<file path="src/rtl/hazard_forward_unit_pkg.sv">
// Shared definitions for the decode-stage hazard/forwarding unit:
// base-ISA opcode constants, the SYSTEM funct3 that carries no register
// traffic (ECALL/EBREAK), and the layout of one in-flight tag entry.
package hazard_forward_unit_pkg;

    localparam logic [6:0] OPC_R      = 7'b0110011;
    localparam logic [6:0] OPC_I      = 7'b0010011;
    localparam logic [6:0] OPC_LOAD   = 7'b0000011;
    localparam logic [6:0] OPC_S      = 7'b0100011;
    localparam logic [6:0] OPC_B      = 7'b1100011;
    localparam logic [6:0] OPC_JAL    = 7'b1101111;
    localparam logic [6:0] OPC_JALR   = 7'b1100111;
    localparam logic [6:0] OPC_LUI    = 7'b0110111;
    localparam logic [6:0] OPC_AUIPC  = 7'b0010111;
    localparam logic [6:0] OPC_FENCE  = 7'b0001111;
    localparam logic [6:0] OPC_SYSTEM = 7'b1110011;

    localparam logic [2:0] FUNCT3_ECALL_EBREAK = 3'b000;

    // Tag entry field widths
    localparam int TAG_V_W  = 1;
    localparam int TAG_RD_W = 5;
    localparam int TAG_LD_W = 1;

    typedef struct packed {
        logic [TAG_V_W-1:0]  v;
        logic [TAG_RD_W-1:0] rd;
        logic [TAG_LD_W-1:0] ld;
    } tag_t;

endpackage

</file>
<file path="src/rtl/hazard_forward_unit_fwd_prio_sel.sv">
// Priority encoder over the per-stage match vector (bit 0 = stage 1, the
// youngest). Returns the youngest matching stage, or 0 when that youngest
// producer is a load still too close to forward; in that case hazard is set.
module hazard_forward_unit_fwd_prio_sel #(
    parameter int FWD_DEPTH     = 2,
    parameter int LOAD_USE_DIST = 1,
    parameter int SEL_W         = $clog2(FWD_DEPTH + 1)
) (
    input  logic [FWD_DEPTH-1:0] match,
    input  logic [FWD_DEPTH-1:0] ld,
    output logic [SEL_W-1:0]     sel,
    output logic                 hazard
);

    logic [SEL_W-1:0] raw_sel;
    logic             hit;
    logic             hit_ld;
    int               hit_stage;

    // Scan oldest to youngest so the youngest match is the one left standing.
    always_comb begin
        raw_sel   = '0;
        hit       = 1'b0;
        hit_ld    = 1'b0;
        hit_stage = 0;
        for (int k = FWD_DEPTH; k >= 1; k--) begin
            if (match[k-1]) begin
                raw_sel   = SEL_W'(k);
                hit       = 1'b1;
                hit_ld    = ld[k-1];
                hit_stage = k;
            end
        end
        hazard = hit && hit_ld && (hit_stage <= LOAD_USE_DIST);
        sel    = hazard ? '0 : raw_sel;
    end

endmodule

</file>
<file path="src/rtl/hazard_forward_unit.sv">
// Decode-stage hazard unit: tracks destination tags of the last FWD_DEPTH
// in-flight instructions, selects bypass sources for rs1/rs2 and requests
// a decode stall on load-use. Optional stall/forward statistics counters
// are built when HAZARD_STATS_EN is defined.
module hazard_forward_unit
    import hazard_forward_unit_pkg::*;
#(
    parameter int FWD_DEPTH     = 2,
    parameter int LOAD_USE_DIST = 1,
    parameter int SEL_W         = $clog2(FWD_DEPTH + 1)
) (
    input  logic             clk,
    input  logic             rst_n,
    input  logic [31:0]      instr,
    input  logic             instr_valid,
    input  logic             stall_in,
    input  logic             flush,
    output logic [4:0]       rs1_addr,
    output logic [4:0]       rs2_addr,
    output logic [4:0]       rd_addr,
    output logic [SEL_W-1:0] rs1_fwd_sel,
    output logic [SEL_W-1:0] rs2_fwd_sel,
    output logic             load_use_stall
`ifdef HAZARD_STATS_EN
    ,
    output logic [31:0]      stall_cnt,
    output logic [31:0]      fwd_cnt
`endif
);

    logic [6:0]           opcode;
    logic [2:0]           funct3;
    logic                 rs1_used;
    logic                 rs2_used;
    logic                 rd_written;
    logic                 is_load;
    tag_t                 tags [1:FWD_DEPTH];
    logic [FWD_DEPTH-1:0] match1;
    logic [FWD_DEPTH-1:0] match2;
    logic [FWD_DEPTH-1:0] ld_vec;
    logic                 haz1;
    logic                 haz2;

    assign opcode   = instr[6:0];
    assign funct3   = instr[14:12];
    assign rs1_addr = instr[19:15];
    assign rs2_addr = instr[24:20];
    assign rd_addr  = instr[11:7];

    // Operand usage and destination classification by opcode.
    always_comb begin
        rs1_used   = 1'b0;
        rs2_used   = 1'b0;
        rd_written = 1'b0;
        is_load    = 1'b0;
        case (opcode)
            OPC_R:     begin rs1_used = 1'b1; rs2_used = 1'b1; rd_written = 1'b1; end
            OPC_I:     begin rs1_used = 1'b1; rd_written = 1'b1; end
            OPC_LOAD:  begin rs1_used = 1'b1; rd_written = 1'b1; is_load = 1'b1; end
            OPC_S:     begin rs1_used = 1'b1; rs2_used = 1'b1; end
            OPC_B:     begin rs1_used = 1'b1; rs2_used = 1'b1; end
            OPC_JAL:   rd_written = 1'b1;
            OPC_JALR:  begin rs1_used = 1'b1; rd_written = 1'b1; end
            OPC_LUI:   rd_written = 1'b1;
            OPC_AUIPC: rd_written = 1'b1;
            OPC_SYSTEM: begin
                rs1_used   = (funct3 != FUNCT3_ECALL_EBREAK);
                rd_written = (funct3 != FUNCT3_ECALL_EBREAK);
            end
            default: ;
        endcase
    end

    // Tag pipeline: frozen on external hold, otherwise shift and insert the
    // decode instruction (or a bubble) at stage 1.
    always_ff @(posedge clk or negedge rst_n) begin
        if (!rst_n) begin
            for (int k = 1; k <= FWD_DEPTH; k++) tags[k] <= '0;
        end else if (!stall_in) begin
            for (int k = FWD_DEPTH; k >= 2; k--) tags[k] <= tags[k-1];
            if (flush || load_use_stall || !instr_valid || !rd_written || rd_addr == 5'd0)
                tags[1] <= '0;
            else
                tags[1] <= '{v: 1'b1, rd: rd_addr, ld: is_load};
        end
    end

    // Per-stage source matches; x0 and unused sources never match.
    always_comb begin
        match1 = '0;
        match2 = '0;
        ld_vec = '0;
        for (int k = 1; k <= FWD_DEPTH; k++) begin
            match1[k-1] = tags[k].v[0] && tags[k].rd == rs1_addr && rs1_used && rs1_addr != 5'd0;
            match2[k-1] = tags[k].v[0] && tags[k].rd == rs2_addr && rs2_used && rs2_addr != 5'd0;
            ld_vec[k-1] = tags[k].ld[0];
        end
    end

    hazard_forward_unit_fwd_prio_sel #(
        .FWD_DEPTH(FWD_DEPTH), .LOAD_USE_DIST(LOAD_USE_DIST), .SEL_W(SEL_W)
    ) u_sel_rs1 (
        .match(match1), .ld(ld_vec), .sel(rs1_fwd_sel), .hazard(haz1)
    );

    hazard_forward_unit_fwd_prio_sel #(
        .FWD_DEPTH(FWD_DEPTH), .LOAD_USE_DIST(LOAD_USE_DIST), .SEL_W(SEL_W)
    ) u_sel_rs2 (
        .match(match2), .ld(ld_vec), .sel(rs2_fwd_sel), .hazard(haz2)
    );

    assign load_use_stall = instr_valid && !flush && (haz1 || haz2);

`ifdef HAZARD_STATS_EN
    // Saturating counters of effective stall cycles and forwarding cycles.
    always_ff @(posedge clk or negedge rst_n) begin
        if (!rst_n) begin
            stall_cnt <= '0;
            fwd_cnt   <= '0;
        end else begin
            if (load_use_stall && !stall_in && stall_cnt != 32'hFFFF_FFFF)
                stall_cnt <= stall_cnt + 32'd1;
            if (instr_valid && !stall_in && !load_use_stall &&
                (rs1_fwd_sel != '0 || rs2_fwd_sel != '0) && fwd_cnt != 32'hFFFF_FFFF)
                fwd_cnt <= fwd_cnt + 32'd1;
        end
    end
`endif

endmodule

</file>
<file path="config.mk">
export PLATFORM = sky130hd
export DESIGN_NAME = hazard_forward_unit
export DESIGN_NICKNAME = d
export VERILOG_FILES = /design/src/rtl/hazard_forward_unit_pkg.sv /design/src/rtl/hazard_forward_unit_fwd_prio_sel.sv /design/src/rtl/hazard_forward_unit.sv
export SDC_FILE = /design/constraint.sdc
export NUM_CORES = 1
export LEC_CHECK = 0
export BUFFER_PORTS_ARGS = -buffer_cell sky130_fd_sc_hd__buf_2
export CORE_ASPECT_RATIO = 1.5
export CORE_UTILIZATION = 44
export CTS_CLUSTER_DIAMETER = 40
export CTS_CLUSTER_SIZE = 25
export DETAILED_ROUTE_END_ITERATION = 7
export GPL_TIMING_DRIVEN = 0
export PLACE_DENSITY = 0.78
export SLEW_MARGIN = 10
export SYNTH_ARGS = -nofsm -noshare
export SYNTH_HDL_FRONTEND = slang
export SYNTH_SLANG_ARGS = --single-unit
</file>
<file path="constraint.sdc">
create_clock -name clk -period 2.8 [get_ports clk]
set_input_delay 0.56 -clock clk [delete_from_list [all_inputs] [get_ports clk]]
set_output_delay 0.56 -clock clk [all_outputs]
set_load 0.03 [all_outputs]
</file>
==> key figures, run 1 <==
Worst setup path
  • Slowest cell on crit path: or4_1
  • CP dominant cell by count: buf_2
  • Crit start category: primary input
  • CP Cell Sequence: buf_2 -> or4_1 -> o211ai_1 -> nor4b_2 -> o21ai_4 -> nor3b_2 -> buf_2
  • Critical path endpoint category: output port
  • Arrival @ worst endpoint: 2.16 ns
  • Maximum fanout count along the critical path: 8
  • CP Buf/Inv Count: 2
  • Worst setup path class: primary input to output port
  • Critical path data required time: 2.24 ns
  • Top Family by Delay on Critical Path: simple AND/OR/NAND/NOR gates
  • Maximum cell stage delay along the critical path: 0.55 ns

Timing
  • Unrepaired setup endpoints after global routing: false
  • Highest Clock Rate: 367 MHz
  • Max Transition Viols Final: 0
  • Setup violations, final: 0
  • Final hold vios: 0
  • Slew HR: 69.9%
  • Post-route fraction of the period consumed by the critical path: 97.2%
  • Transition at the pin with the smallest max-transition slack: 0.451 ns
  • Clock Skews: 0.00325 ns
  • Final Critical Period: 2.72 ns
  • Worst hold slack across all endpoints: 0.161 ns
  • Sum of negative setup slack: 0 ns

GRT
  • Global-route wire length before repair: 3750 um
  • Vias in the first global route: 920
  • Largest net degree at the start of global routing: 14
  • Overall track demand over capacity in global routing: 19.0%
  • Antenna violations before repair: 0
  • Aggregate global routing overflow: 0

Yosys
  • Async S/R FF share, synth: 100%
  • Synth Register Bits: 13
  • Synthesized Nets: 140
  • Most used standard cells in the synthesized netlist: 15 x buf_4, 14 x xnor2_1, 13 x dfrtp_1
  • Post-Syn Area: 0.00105 mm^2
  • Fraction of post-synthesis cell area in the top cell type by area: 30.9%
  • Most area-hungry cell type in the Yosys netlist: dfrtp_1
  • Per-instance average area after synthesis: 10.2 um^2
  • Cell variety after synth: 30
  • Largest cells by area after synthesis: dfrtp_1 31%, xnor2_1 12%, buf_4 11%
  • Number of flops mapped to enable cells by yosys: 0
  • Number of warnings printed during yosys synthesis: 0
  • Sequential cell area fraction in the yosys report: 30.9%
  • Number of cells produced by synthesis: 103
  • Most frequent cell after synthesis: buf_4
  • Ys flop type: dfrtp_1

Floorplan
  • Die area: 0.00260 mm^2
  • Die Wd: 42.0 um
  • Number of rows in the core area: 21
  • Die height: 61.9 um
  • Area of the placeable core: 0.00226 mm^2
  • Number of I/O pins: 57
  • Starting density of the core: 46.6%

Clock tree
  • CTS tree: yes
  • Clock buffer depth: 2
  • Later-pin clock latency in the skew report: 0.27 ns
  • Clk Tree Root Cell: clkbuf_4
  • Clock buffers created by TritonCTS: 3
  • Clk sinks: 13
  • Quantity of hold-fixing buffers added after cts: 0
  • Postcts setup bufs: 0
  • Deepest level of the CTS H-tree: 1
  • Clock slew at the register clock pins of the worst setup and hold paths: 0.07 ns

Place
  • Count of buffers from port buffering: 49
  • Post-detail-place hpwl: 2020 um
  • Global placement routability congestion: 0.984

Power
  • LEAKAGE: 0.649 nW
  • Power per standard cell area: 308 mW/mm^2
  • Highest ir drop seen on vdd: 0.000220 V

Detailed routing
  • 1st-pass router iterations: 4
  • Per-cell routed wire length: 13.3 um
  • Vias: 1,000
  • Drt initial violations: 19
  • Vias/cell: 5.59
  • DRT Wirelength: 2390 um
  • DRT antenna net count: 0
  • Drt drc: 0

Layout
  • Signed area change from the synthesized netlist to the final layout: 30.2%
  • Inserted Diodes: 0
  • Share of final-layout standard cells stronger than drive strength 1: 51.9%
  • Net total in the final layout: 194
  • Fill cell instance count of the final layout: 212

Worst hold path
  • Worst min-delay path category: primary input to async pin

Flow run
  • Max_cap viols: 0

Status
  • Status: finished, final reports clean
-- worst reg2reg max path: cells and delay by family (launching register included) --
kind | cells | cell delay, ns
AO/OA/AOI/OAI | 2 | 0.41
flip-flops | 1 | 0.43
AND/OR/NAND/NOR | 2 | 0.62
XOR/XNOR | 1 | 0.22
-- timing repair --
item	CTS	global route
pin swaps	0	1
endpoints found under the hold margin	0	0
gates resized for setup	1	0
setup endpoints to repair	1	1
-- through the flow --
| stage | util [%] | worst slack [ns] | instance area, um^2 | cells | power, mW |
|---|---|---|---|---|---|
| floorplan | - | 0.000248 | 1060 | 103 | 0.267 |
| global placement | 59.2 | 0.0697 | 1340 | 175 | 0.316 |
| detailed placement | 59.2 | 0.0325 | 1340 | 175 | 0.319 |
| CTS | 60.7 | 0.0448 | 1370 | 179 | 0.427 |
| global route | 60.7 | 0.00768 | 1370 | 179 | 0.448 |
| finish | 60.7 | 0.0775 | 1370 | 179 | 0.422 |
-- state kept, by name (all words and copies together), names as in the netlist --
name    cells
tags       12
ld_vec      1
-- logic make-up (layout without fill, tap and decap cells) --
family | Yosys count | count (layout) | synth area share, %
buf+inv | 16 | 69 | 11.0
simple gates | 35 | 35 | 23.3
flops | 13 | 13 | 30.9
compound gates | 13 | 13 | 11.8
mux | 6 | 6 | 6.41
xor+xnor | 20 | 20 | 16.6
-- routing by layer --
metal / vias up / GRT usage, % / routed length, um
met5: - / 0 / 0
met4: 0 / 10.6 / 84
met3: 10 / 2.31 / 106
met2: 40 / 37.3 / 1310
met1: 473 / 19.6 / 889
li1: 477 / - / -
-- path summary, 6_finish.rpt --
check,start,endpoint,slack (ns),cells after the start
min,rst_n,tags[10],0.16,1
max,instr[16],load_use_stall,0.08,7
min reg2reg,tags[3],tags[3],0.58,1
max reg2reg,tags[8],tags[11],0.99,5
max in group asynchronous,rst_n,tags[6],2.42,1
min in group clk,instr[9],tags[10],0.57,2
-- where the power goes --
| part | internal [mW] | total, mW | switching, mW |
|---|---|---|---|
| Sequential | 0.189 | 0.192 | 0.00212 |
| Clock | 0.0551 | 0.107 | 0.0515 |
| Combinational | 0.0563 | 0.124 | 0.0679 |
| Total | 0.301 | 0.422 | 0.122 |
-- layout by cell type, fill, tap and decap left out, drive strengths merged, types with 3 or more instances in the layout --
master / n
nor2: 5
buf: 64
nor2b: 3
or4: 3
nand2: 3
xnor2: 14
clkbuf: 5
dfrtp: 13
nor4: 3
a32o: 5
xor2: 6
mux2: 6
nand4: 3
nor4b: 4
-- cell type report --
cell class | instances | area (um^2) | share of cell area (%)
sequential | 13 | 325 | 23.7
multi-input combinational | 74 | 629 | 45.9
tap | 23 | 28.8 | 2.10
timing repair buffer | 49 | 245 | 17.9
clock buffer | 4 | 26.3 | 1.92
buffer | 16 | 116 | 8.49
Note: power is estimated with default switching activity, not from simulation.
==> run 2, diff against run 1 <==
--- a/config.mk
+++ b/config.mk
@@ -5,14 +5,14 @@
 export SDC_FILE = /design/constraint.sdc
 export NUM_CORES = 1
 export LEC_CHECK = 0
-export BUFFER_PORTS_ARGS = -buffer_cell sky130_fd_sc_hd__buf_2
 export CORE_ASPECT_RATIO = 1.5
-export CORE_UTILIZATION = 44
+export CORE_UTILIZATION = 50
 export CTS_CLUSTER_DIAMETER = 40
-export CTS_CLUSTER_SIZE = 25
+export CTS_CLUSTER_SIZE = 8
 export DETAILED_ROUTE_END_ITERATION = 7
+export DONT_BUFFER_PORTS = 1
 export GPL_TIMING_DRIVEN = 0
-export PLACE_DENSITY = 0.78
+export PLACE_DENSITY = 0.64
 export SLEW_MARGIN = 10
 export SYNTH_ARGS = -nofsm -noshare
 export SYNTH_HDL_FRONTEND = slang
==> key figures, run 2 (synthesis results as in run 1) <==
Worst setup path
  • Reg-to-reg slack, setup: 1.01 ns (was 0.99 ns)
  • Reg2reg path depth: 5 (unchanged)
  • Critical path endpoint category: output port (unchanged)
  • Reg-to-Reg Start: tags[11] (was tags[8])
  • Maximum cell stage delay along the critical path: 0.45 ns (was 0.55 ns)
  • Critical path data required time: 2.24 ns (about the same)
  • Slowest cell on crit path: or3b_4 (was or4_1)
  • CP Cell Sequence: nand3b_4 -> or3b_4 -> nor4b_4 -> o21ai_4 -> nor3b_4 (was buf_2 -> or4_1 -> o211ai_1 -> nor4b_2 -> o21ai_4 -> nor3b_2 -> buf_2)
  • Worst setup path class: primary input to output port (unchanged)
  • Destination of the worst register-to-register timing path: tags[12] (was tags[11])
  • Crit start category: primary input (unchanged)
  • Maximum fanout count along the critical path: 8 (unchanged)
  • Arrival @ worst endpoint: 2.15 ns (was 2.16 ns)

Clock tree
  • CTS tree: yes (unchanged)
  • Deepest level of the CTS H-tree: 1 (unchanged)
  • Later-pin clock latency in the skew report: 0.27 ns (about the same)
  • Clk Tree Root Cell: clkbuf_4 (unchanged)
  • Clock buffer depth: 2 (unchanged)
  • Clk sinks: 13 (unchanged)
  • Postcts setup bufs: 0 (unchanged)
  • Clock slew at the register clock pins of the worst setup and hold paths: 0.08 ns (was 0.07 ns)
  • Clock buffers created by TritonCTS: 3 (unchanged)

Timing
  • Final hold vios: 0 (unchanged)
  • Slew HR: 48.9% (was 69.9%)
  • Final Critical Period: 2.71 ns (was 2.72 ns)
  • Unrepaired setup endpoints after global routing: false (unchanged)
  • Transition at the pin with the smallest max-transition slack: 0.764 ns (was 0.451 ns)
  • Setup violations, final: 0 (unchanged)
  • Clock Skews: 0.00984 ns (was 0.00325 ns)
  • Worst hold slack across all endpoints: 0.439 ns (was 0.161 ns)
  • Highest Clock Rate: 369 MHz (was 367 MHz)
  • Post-route fraction of the period consumed by the critical path: 96.9% (was 97.2%)
  • Max Transition Viols Final: 0 (unchanged)

GRT
  • Antenna violations before repair: 0 (unchanged)
  • Largest net degree at the start of global routing: 14 (unchanged)
  • Global-route wire length before repair: 3510 um (was 3750 um)
  • Aggregate global routing overflow: 0 (unchanged)
  • Overall track demand over capacity in global routing: 22.0% (was 19.0%)
  • Vias in the first global route: 812 (was 920)

Power
  • Power Total: 0.387 mW (was 0.422 mW)
  • Highest ir drop seen on vdd: 0.000240 V (was 0.000220 V)
  • Switching power share of the total: 27.1% (was 28.8%)
  • Internal power: 0.282 mW (was 0.301 mW)
  • Portion of total power attributed to sequential cells: 49.4% (was 45.3%)
  • Reported net switching power: 0.105 mW (was 0.122 mW)
  • Fraction of power consumed by the clock network: 29.5% (was 25.3%)
  • Power per standard cell area: 338 mW/mm^2 (was 308 mW/mm^2)
  • LEAKAGE: 0.459 nW (was 0.649 nW)
  • Share of total power in combinational logic: 21.1% (was 29.4%)

Floorplan
  • Die height: 58.2 um (was 61.9 um)
  • Die Wd: 39.5 um (was 42.0 um)
  • Starting density of the core: 52.6% (was 46.6%)
  • Area of the placeable core: 0.00200 mm^2 (was 0.00226 mm^2)
  • Number of rows in the core area: 20 (was 21)
  • Die area: 0.00230 mm^2 (was 0.00260 mm^2)
  • Number of I/O pins: 57 (unchanged)

Layout
  • Number of flip-flops in the largest register: 12 (unchanged)
  • Net total in the final layout: 146 (was 194)
  • Final Core Density: 57.3% (was 60.7%)
  • Fill cell instance count of the final layout: 209 (was 212)
  • Post-route design area: 0.00115 mm^2 (was 0.00137 mm^2)
  • Signed area change from the synthesized netlist to the final layout: 8.91% (was 30.2%)
  • Most common library cell in the layout ignoring fill and taps: buf_4 (was buf_2)
  • Top library cells by usage in the layout, fill and taps aside: 15 x buf_4, 14 x xnor2_1, 13 x dfrtp_1 (was 49 x buf_2, 15 x buf_4, 14 x xnor2_1)
  • Register bank with the most flops: tags (unchanged)
  • Inserted Diodes: 0 (unchanged)
  • Share of final-layout standard cells stronger than drive strength 1: 30.6% (was 51.9%)

Detailed routing
  • Drt drc: 0 (unchanged)
  • 1st-pass router iterations: 4 (unchanged)
  • DRT antenna net count: 0 (unchanged)
  • DRT Wirelength: 2290 um (was 2390 um)
  • Vias: 824 (was 1,000)
  • Per-cell routed wire length: 17.6 um (was 13.3 um)
  • Vias/cell: 6.34 (was 5.59)
  • Drt initial violations: 21 (was 19)

Flow run
  • Max_cap viols: 0 (unchanged)

Worst hold path
  • Hold Crit Start: instr[8]
  • Hold Path Depth: 1
  • Worst min-delay path category: primary input to flop (was primary input to async pin)
  • Worst Hold Endpoint: tags[9]

Place
  • Cell area after placement: 0.00110 mm^2 (was 0.00134 mm^2)
  • Count of buffers from port buffering: 0 (was 49)
  • Post-detail-place hpwl: 1910 um (was 2020 um)
  • Global placement routability congestion: 0.784 (was 0.984)

Status
  • Status: finished, final reports clean (unchanged)
## run 2: power groups by stage
stage / clock [mW] / sequential, mW / combinational (mW)
after floorplan: 0 / 0.195 / 0.0722
after global placement: 0 / 0.195 / 0.0761
after detailed placement: 0 / 0.195 / 0.0773
after CTS: 0.118 / 0.192 / 0.0827
after global routing: 0.124 / 0.192 / 0.0876
final: 0.114 / 0.192 / 0.0817
## run 2: critical path, delay by kind of cell
kind	cells	cell delay (ns)
AO/OA/AOI/OAI	1	0.17
AND/OR/NAND/NOR	4	1.42
## run 2: worst max path at each step
| stage | startpoint | end | slack, ns | depth (start not counted) |
|---|---|---|---|---|
| after detailed placement | instr[3] | load_use_stall | -0.06 | 5 |
| final | instr[3] | load_use_stall | 0.09 | 5 |
| after CTS | instr[3] | load_use_stall | 0.04 | 5 |
| after global routing | instr[3] | load_use_stall | 0.04 | 5 |
| after floorplan | instr[3] | rs2_fwd_sel[1] | 0.0002 | 3 |
| after global placement | instr[3] | rs2_fwd_sel[1] | -0.07 | 3 |
## run 2: cell type report
cell class	instances	area [um^2]	share of cell area (%)
multi-input cells	74	642	55.9
flip-flops and latches	13	325	28.4
plain buffers	16	116	10.1
well taps	22	27.5	2.40
clock buffers	4	26.3	2.29
repair buffers	1	10.0	0.872
## run 2: layer usage
metal / global-route usage (%) / part of all wire [%] / routed length, um / vias up
li1: - / - / - / 382
met3: 3.83 / 8.8 / 202 / 2
met2: 39.6 / 55 / 1250 / 46
met1: 23.6 / 36 / 818 / 394
met4: 8.87 / 0.39 / 9 / 0
met5: 0 / 0 / 0 / -
## run 2: repair_timing
action	4_1_cts	5_1_grt
gates resized for setup	2	0
endpoints found under the hold margin	13	0
pin swaps	0	2
hold buffers	1	0
setup endpoints to repair	1	1
## run 2: metrics by stage
| stage | setup TNS, ns | setup WS [ns] | std cells |
|---|---|---|---|
| 2_1_floorplan | 0 | 0.000248 | 103 |
| 3_3_place_gp | -0.0733 | -0.0733 | 125 |
| 3_5_place_dp | -0.0551 | -0.0551 | 125 |
| 4_1_cts | 0 | 0.0392 | 130 |
| 5_1_grt | 0 | 0.0400 | 130 |
| 6_report | 0 | 0.0879 | 130 |
==> run 3, diff against run 2 <==
--- a/config.mk
+++ b/config.mk
@@ -5,14 +5,16 @@
 export SDC_FILE = /design/constraint.sdc
 export NUM_CORES = 1
 export LEC_CHECK = 0
+export CELL_PAD_IN_SITES_DETAIL_PLACEMENT = 1
+export CELL_PAD_IN_SITES_GLOBAL_PLACEMENT = 1
 export CORE_ASPECT_RATIO = 1.5
-export CORE_UTILIZATION = 50
+export CORE_UTILIZATION = 44
 export CTS_CLUSTER_DIAMETER = 40
 export CTS_CLUSTER_SIZE = 8
 export DETAILED_ROUTE_END_ITERATION = 7
 export DONT_BUFFER_PORTS = 1
 export GPL_TIMING_DRIVEN = 0
-export PLACE_DENSITY = 0.64
+export PLACE_DENSITY = 0.75
 export SLEW_MARGIN = 10
 export SYNTH_ARGS = -nofsm -noshare
 export SYNTH_HDL_FRONTEND = slang
==> key figures, run 3 (synthesis results as in run 1) <==
Layout
  • Number of flip-flops in the largest register: 12 (unchanged)
  • Final Core Density: 50.8% (was 57.3%)
  • Most common library cell in the layout ignoring fill and taps: buf_4 (unchanged)
  • Top library cells by usage in the layout, fill and taps aside: 15 x buf_4, 14 x xnor2_1, 13 x dfrtp_1 (unchanged)
  • Share of final-layout standard cells stronger than drive strength 1: 30.6% (unchanged)
  • Fill cell instance count of the final layout: 260 (was 209)
  • Signed area change from the synthesized netlist to the final layout: 9.03% (was 8.91%)
  • Inserted Diodes: 0 (unchanged)
  • Register bank with the most flops: tags (unchanged)
  • Net total in the final layout: 146 (unchanged)

Detailed routing
  • Drt drc: 0 (unchanged)
  • WL met3: 186 um (was 202 um)
  • Vias: 819 (was 824)
  • Highest metal layer used by the detailed router: met4 (unchanged)
  • 1st-pass router iterations: 4 (unchanged)
  • Drt initial violations: 11 (was 21)
  • Vias/cell: 6.25 (was 6.34)
  • Per-cell routed wire length: 17.7 um (was 17.6 um)
  • DRT Wirelength: 2330 um (was 2290 um)
  • DRT antenna net count: 0 (unchanged)
  • Routed wire length on met2: 1190 um (was 1250 um)
  • Wire length the detailed router placed on met1: 875 um (was 818 um)

Timing
  • Clock Skews: 0.00237 ns (was 0.00984 ns)
  • Unrepaired setup endpoints after global routing: false (unchanged)
  • Sum of negative setup slack: 0 ns (unchanged)
  • Post-layout worst setup margin: 0.0574 ns (was 0.0879 ns)
  • Setup violations, final: 0 (unchanged)
  • Final Critical Period: 2.74 ns (was 2.71 ns)
  • Max Transition Viols Final: 0 (unchanged)
  • Worst hold slack across all endpoints: 0.450 ns (was 0.439 ns)
  • Post-route fraction of the period consumed by the critical path: 98.0% (was 96.9%)
  • Slew HR: 47.3% (was 48.9%)
  • Highest Clock Rate: 365 MHz (was 369 MHz)
  • Final hold vios: 0 (unchanged)
  • Transition at the pin with the smallest max-transition slack: 0.789 ns (was 0.764 ns)

Clock tree
  • Clk sinks: 13 (unchanged)
  • Postcts setup bufs: 0 (unchanged)
  • CTS tree: yes (unchanged)
  • Clk Tree Root Cell: clkbuf_4 (unchanged)
  • Deepest level of the CTS H-tree: 1 (unchanged)
  • Clock slew at the register clock pins of the worst setup and hold paths: 0.07 ns (was 0.08 ns)
  • Clock buffers created by TritonCTS: 3 (unchanged)
  • Later-pin clock latency in the skew report: 0.26 ns (was 0.27 ns)
  • Clock buffer depth: 2 (unchanged)

Worst setup path
  • CP Cell Sequence: nand3b_4 -> or3b_4 -> nor4b_4 -> o21ai_4 -> nor3b_4 (unchanged)
  • Maximum fanout count along the critical path: 8 (unchanged)
  • Critical path endpoint category: output port (unchanged)
  • Maximum cell stage delay along the critical path: 0.46 ns (was 0.45 ns)
  • Critical path data required time: 2.24 ns (about the same)
  • Slowest cell on crit path: or3b_4 (unchanged)
  • Worst setup path class: primary input to output port (unchanged)
  • Arrival @ worst endpoint: 2.18 ns (was 2.15 ns)
  • Crit start category: primary input (unchanged)

GRT
  • Overall track demand over capacity in global routing: 19.2% (was 22.0%)
  • Vias in the first global route: 862 (was 812)
  • Aggregate global routing overflow: 0 (unchanged)
  • Antenna violations before repair: 0 (unchanged)
  • Largest net degree at the start of global routing: 14 (unchanged)
  • Global-route wire length before repair: 3730 um (was 3510 um)

Flow run
  • Max_cap viols: 0 (unchanged)

Power
  • Highest ir drop seen on vdd: 0.000223 V (was 0.000240 V)
  • LEAKAGE: 0.459 nW (unchanged)
  • Power per standard cell area: 333 mW/mm^2 (was 338 mW/mm^2)

Floorplan
  • Number of rows in the core area: 21 (was 20)
  • Starting density of the core: 46.6% (was 52.6%)
  • Area of the placeable core: 0.00226 mm^2 (was 0.00200 mm^2)
  • Number of I/O pins: 57 (unchanged)
  • Die area: 0.00260 mm^2 (was 0.00230 mm^2)
  • Die Wd: 42.0 um (was 39.5 um)
  • Die height: 61.9 um (was 58.2 um)

Place
  • Post-detail-place hpwl: 1990 um (was 1910 um)
  • Count of buffers from port buffering: 0 (unchanged)
  • Worst slack at placement: -0.0719 ns (was -0.0551 ns)
  • Global placement routability congestion: 0.811 (was 0.784)

Worst hold path
  • Worst min-delay path category: primary input to flop (unchanged)

Status
  • Status: finished, final reports clean (unchanged)
[run 3: through the flow]
step	area (um^2)	power, mW	std cells
2_1_floorplan	1060	0.267	103
3_3_place_gp	1090	0.272	126
3_5_place_dp	1100	0.273	126
4_1_cts	1140	0.386	131
5_1_grt	1150	0.401	131
6_report	1150	0.382	131
[run 3: path summary, 6_finish.rpt]
check	start	endpoint	slack (ns)	depth (start not counted)
setup / recovery	instr[3]	load_use_stall	0.06	5
hold / removal	stall_in	tags[2]	0.45	1
setup reg to reg	tags[11]	tags[8]	0.98	5
hold reg to reg	tags[6]	tags[6]	0.56	1
max in group asynchronous	rst_n	ld_vec[0]	1.71	1
min in group asynchronous	rst_n	tags[12]	0.72	1
[run 3: metal layers]
metal  track usage, %  vias up
li1                 -      382
met1             22.8      387
met2             35.0       44
met3             1.73        6
met4             9.22        0
met5                0        -
[run 3: where the power goes]
part           internal [mW]  total (mW)  switching [mW]  leakage [nW]
clock                 0.0550       0.109          0.0536        0.0150
combinational         0.0379      0.0821          0.0443         0.262
sequential             0.189       0.192         0.00234         0.181
total                  0.282       0.382           0.100         0.459
[run 3: worst max-delay path: cells and delay by family]
family / cells / cell delay [ns]
AOI/OAI and AO/OA: 1 / 0.17
and+or+nand+nor: 4 / 1.44
[run 3: timing repair]
action                     in CTS  in global routing
resized for setup               1                  1
pin swaps                       0                  2
setup endpoints to repair       1                  2
hold buffers                    1                  0
hold endpoints to repair       13                  0
[run 3: final cells by class]
cell class / instances / area, um^2 / share of cell area, %
clock buffers: 4 / 26.3 / 2.29
flip-flops and latches: 13 / 325 / 28.3
plain buffers: 16 / 116 / 10.1
well taps: 23 / 28.8 / 2.51
repair buffers: 1 / 10.0 / 0.871
multi-input cells: 74 / 642 / 55.9
